<file path="src/rtl/imem_boot_loader.sv">
// imem_boot_loader: byte-serial loader that fills the instruction ROM from a
// length-prefixed little-endian stream and holds the core in reset until the
// whole image has been written.
module imem_boot_loader #(
  parameter int DEPTH  = 1024,
  parameter int ADDR_W = $clog2(DEPTH)
) (
  input  logic              clk,
  input  logic              reset,
  input  logic              in_valid,
  input  logic [7:0]        in_byte,
  output logic              in_ready,
  input  logic              in_reload,
  output logic              out_imem_we,
  output logic [ADDR_W-1:0] out_imem_addr,
  output logic [31:0]       out_imem_wdata,
  output logic              out_core_reset,
  output logic              out_done,
  output logic              out_error
);

  typedef enum logic [2:0] {
    HDR_LO,
    HDR_HI,
    DATA,
    WRITE,
    DONE,
    ERROR
  } state_t;

  // One extra bit so the index can reach DEPTH when the image fills memory.
  localparam int          IDX_W   = ADDR_W + 1;
  localparam logic [31:0] DEPTH_U = 32'(DEPTH);

  state_t            state;
  state_t            state_next;
  logic [15:0]       count;
  logic [15:0]       hdr_count;
  logic [1:0]        byte_cnt;
  logic [IDX_W-1:0]  word_idx;
  logic [IDX_W-1:0]  idx_inc;
  logic [23:0]       asm_word;
  logic [ADDR_W-1:0] addr_q;
  logic [31:0]       wdata_q;
  logic              accept;

  // in_ready comes from the registered state only; forced low while reset is held.
  assign in_ready  = !reset && (state == HDR_LO || state == HDR_HI || state == DATA);
  assign accept    = in_valid && in_ready;
  assign hdr_count = {in_byte, count[7:0]};
  assign idx_inc   = word_idx + {{(IDX_W-1){1'b0}}, 1'b1};

  assign out_imem_we    = (state == WRITE);
  assign out_imem_addr  = addr_q;
  assign out_imem_wdata = wdata_q;
  assign out_done       = (state == DONE);
  assign out_error      = (state == ERROR);
  assign out_core_reset = (state != DONE);

  // State register.
  always_ff @(posedge clk or posedge reset) begin
    if (reset) begin
      state <= HDR_LO;
    end else begin
      state <= state_next;
    end
  end

  // Next-state decode: header parse, word assembly, write, done/error parking.
  always_comb begin
    state_next = state;
    case (state)
      HDR_LO: begin
        if (accept) state_next = HDR_HI;
      end
      HDR_HI: begin
        if (accept) begin
          if (hdr_count == 16'd0) begin
            state_next = DONE;
          end else if ({16'd0, hdr_count} > DEPTH_U) begin
            state_next = ERROR;
          end else begin
            state_next = DATA;
          end
        end
      end
      DATA: begin
        if (accept && byte_cnt == 2'd3) state_next = WRITE;
      end
      WRITE: begin
        if ({{(32-IDX_W){1'b0}}, idx_inc} == {16'd0, count}) begin
          state_next = DONE;
        end else begin
          state_next = DATA;
        end
      end
      DONE: begin
        if (in_reload) state_next = HDR_LO;
      end
      ERROR: begin
        state_next = ERROR;
      end
      default: begin
        state_next = HDR_LO;
      end
    endcase
  end

  // Datapath: header capture, byte lanes, and the held write address/data.
  always_ff @(posedge clk or posedge reset) begin
    if (reset) begin
      count    <= 16'd0;
      byte_cnt <= 2'd0;
      word_idx <= '0;
      asm_word <= 24'd0;
      addr_q   <= '0;
      wdata_q  <= 32'd0;
    end else begin
      case (state)
        HDR_LO: begin
          if (accept) count[7:0] <= in_byte;
        end
        HDR_HI: begin
          if (accept) begin
            count[15:8] <= in_byte;
            byte_cnt    <= 2'd0;
            word_idx    <= '0;
          end
        end
        DATA: begin
          if (accept) begin
            byte_cnt <= byte_cnt + 2'd1;
            case (byte_cnt)
              2'd0: asm_word[7:0]   <= in_byte;
              2'd1: asm_word[15:8]  <= in_byte;
              2'd2: asm_word[23:16] <= in_byte;
              default: begin
                wdata_q <= {in_byte, asm_word};
                addr_q  <= word_idx[ADDR_W-1:0];
              end
            endcase
          end
        end
        WRITE: begin
          word_idx <= idx_inc;
        end
        default: begin
        end
      endcase
    end
  end

endmodule

</file>
<file path="config.mk">
export PLATFORM = sky130hd
export DESIGN_NAME = imem_boot_loader
export DESIGN_NICKNAME = d
export VERILOG_FILES = /design/src/rtl/imem_boot_loader.sv
export SDC_FILE = /design/constraint.sdc
export NUM_CORES = 1
export LEC_CHECK = 0
export ABC_AREA = 1
export CORE_MARGIN = 2
export CORE_UTILIZATION = 60
export CTS_BUF_LIST = sky130_fd_sc_hd__clkbuf_8
export DETAILED_ROUTE_END_ITERATION = 12
export PLACE_DENSITY = 0.82
export SLEW_MARGIN = 10
export SYNTH_ARGS = -nofsm -noshare
export SYNTH_HDL_FRONTEND = slang
export SYNTH_SLANG_ARGS = --single-unit
</file>
<file path="constraint.sdc">
create_clock -name clk -period 5.45 [get_ports clk]
set_clock_uncertainty 0.15 [all_clocks]
set_input_delay 0.545 -clock clk [delete_from_list [all_inputs] [get_ports clk]]
set_output_delay 0.545 -clock clk [all_outputs]
set_load 0.02 [all_outputs]
</file>
==> impl_metrics.env <==
export IMPL_status="finished clean"
export IMPL_synth_top_family_by_area="simple AND/OR/NAND/NOR gates"
export IMPL_syn2layout_area_growth_pct=18.7
export IMPL_diodes=0
export IMPL_placed_area_sq_um=4990
export IMPL_critical_path_arrival_ns=2.10
export IMPL_nFillCells=538
export IMPL_drt_iter0_markers=260
export IMPL_antenna_left=0
export IMPL_grt_overflow=0
export IMPL_yosys_area_share_simple_pct=18.3
export IMPL_dieArea_sq_um=7950
export IMPL_p_int_uw=1110
export IMPL_crit_type="input pin to output port"
export IMPL_path_clk_slew_ns=0.10
export IMPL_synth_seq_cells=98
export IMPL_postLayoutCellArea_sq_um=5170
export IMPL_die_w_um=89.2
export IMPL_io_buffers=58
export IMPL_yosysWarnings=0
export IMPL_vias=3312
export IMPL_register_area_sq_um=2450
export IMPL_grt_pass1_vias=3241
export IMPL_drive_gt1_share_pct=10.2
export IMPL_clockBufferDepth=2
export IMPL_viasPerCell=5.35
export IMPL_cp_max_fo=19
export IMPL_synth_compound_area_share_pct=9.54
export IMPL_num_rows=31
export IMPL_drt_pass1_iterations=7
export IMPL_synth_xor_area_share_pct=0
export IMPL_synth_area_sq_um=4350
export IMPL_cts_made_buffers=9
export IMPL_numClockSinks=98
export IMPL_die_h_um=89.2
export IMPL_multi_input_area_sq_um=1650
export IMPL_core_area_sq_um=7140
export IMPL_hold_buffers=0
export IMPL_grt_usage_pct=25.3
export IMPL_grt_max_degree=82
export IMPL_synth_top_area_cell="dfrtp_1"
export IMPL_grt_pass1_wl_mm=15.3
export IMPL_cts_htree_levels=3
export IMPL_ys_seq_area_share_pct=56.3
export IMPL_power_leakage_uw=0.00251
export IMPL_worstPathRequired_ns=4.76
export IMPL_initial_core_util_pct=61.0
export IMPL_async_flop_share_pct=100
export IMPL_cp_start_kind="input pin"
export IMPL_synthMuxAreaShare_pct=8.28
export IMPL_whs_ns=0.287
export IMPL_hold_class="input pin to asynchronous set/reset pin"
export IMPL_drc=0
export IMPL_synth_top_area_share_pct=56.3
export IMPL_root_buffer="clkbuf_8"
export IMPL_synth_area_leaders="dfrtp_1 56%, nand2_1 11%, mux2_4 8.3%"
export IMPL_seq_power_share_pct=53.1
export IMPL_yosysUniqueCellTypes=26
export IMPL_clkLatencyLatePin_ns=0.36
export IMPL_comb_power_share_pct=21.5
export IMPL_detailed_place_hpwl_mm=6.49
export IMPL_final_common_cell="nand2_1"
export IMPL_max_slew_margin_rel_pct=33.0
export IMPL_post_cts_buffers=0
export IMPL_yosys_most_used_dff="dfrtp_1"
export IMPL_maxCapViolCount=0
export IMPL_clock_power_share_pct=25.5
export IMPL_finalHoldViolations=0
export IMPL_power_uw=1680
export IMPL_switchingPower_uw=565
export IMPL_period_minus_slack_ns=2.79
export IMPL_endpoint_kind="output port"
export IMPL_ir_drop_mv=0.223
export IMPL_dp_slack_ns=2.37
export IMPL_mostFrequentLayoutCells="131 x nand2_1, 98 x dfrtp_1, 62 x o21ai_0, 58 x clkdlybuf4s50_1, 42 x inv_1"
export IMPL_tightestPinTransition_ns=1.00
export IMPL_final_net_count=533
export IMPL_synthCells=458
export IMPL_drv_slew=0
export IMPL_drt_wl_total_mm=9.20
export IMPL_fmax_mhz=358
export IMPL_avgSynthCellArea_sq_um=9.50
export IMPL_synth_adder_area_share_pct=1.72
export IMPL_fin_setup_tns_ns=0
export IMPL_min_period_over_period_pct=51.2
export IMPL_post_cts_resized=0
export IMPL_cts_tree="done"
export IMPL_gp_congestion=0.870
export IMPL_power_density_nw_per_um2=324
export IMPL_antenna_found_initial=0
export IMPL_synth_fp_nets=476
export IMPL_pin_count=59
export IMPL_rsz0062_at_grt="false"
export IMPL_wl_per_cell_um=14.9
export IMPL_synth_edf_count=0
export IMPL_layout_setup_ws_ns=2.66
export IMPL_final_setup_viol_count=0
export IMPL_p_sw_share_pct=33.7
cell usage after synthesis (4+ instances only):
cell type / count
nand2_1: 131
buf_2: 7
nand3_1: 21
o21ai_0: 62
dfrtp_1: 98
nor2_1: 25
o22ai_1: 9
ha_1: 6
inv_2: 4
mux2_4: 24
inv_1: 42
state kept, by name, summed over array words and instances, names as in the netlist:
signal          cells
asm_word           24
byte_cnt            2
count              16
out_imem_addr      10
out_imem_wdata     32
state               3
word_idx           11
metrics by stage:
stage	std cells	util (%)
CTS	619	72.4
global route	619	72.4
floorplan	458	-
detailed placement	603	69.9
global placement	603	69.9
finish	619	72.4
worst max-delay path: stages:
cell,delay [ns]
clkdlybuf4s50_1,0.47
clkinv_2,0.27
nand3_1,0.21
inv_2,0.05
clkdlybuf4s50_1,0.54
power groups by stage:
stage	sequential (uW)	clock, uW	combinational, uW
3_5_place_dp	900	0	355
4_1_cts	887	433	362
5_1_grt	897	462	414
3_3_place_gp	895	0	343
6_report	890	427	360
2_1_floorplan	878	0	257
routing by layer:
metal	track usage [%]	share of wire, %	vias up
met4	9.91	2.0	0
met3	3.97	5.6	16
met1	35.2	44	1581
met5	0	0	-
li1	-	-	1597
met2	40.2	48	118
final timing paths:
path | from | endpoint | slack (ns) | cells past startpoint
max in group asynchronous | reset | out_imem_wdata[2]$_DFFE_PP0P_ | 3.56 | 3
min reg2reg | asm_word[6]$_DFFE_PP0P_ | asm_word[6]$_DFFE_PP0P_ | 0.34 | 2
max reg2reg | state[2]$_DFFE_PP0P_ | out_imem_wdata[2]$_DFFE_PP0P_ | 3.28 | 7
min | reset | out_imem_addr[8]$_DFFE_PP0P_ | 0.29 | 2
min in group clk | asm_word[6]$_DFFE_PP0P_ | asm_word[6]$_DFFE_PP0P_ | 0.34 | 2
max | reset | in_ready | 2.66 | 5
logic make-up (layout without fill, tap and decap cells):
kind of cell | count (synthesis) | in the layout
adders and majority gates | 6 | 6
buffers and inverters | 59 | 121
DFF | 98 | 98
AOI/OAI and AO/OA | 79 | 79
and+or+nand+nor | 192 | 192
muxes | 24 | 24
layout make-up:
cell class	instances	area share, %
inverters	46	3.37
well taps	99	2.40
repair buffers	59	11.4
clock inverters	7	1.11
clock buffers	9	2.40
multi-input cells	301	31.9
flip-flops and latches	98	47.5
(Power assumes the default switching activity.)
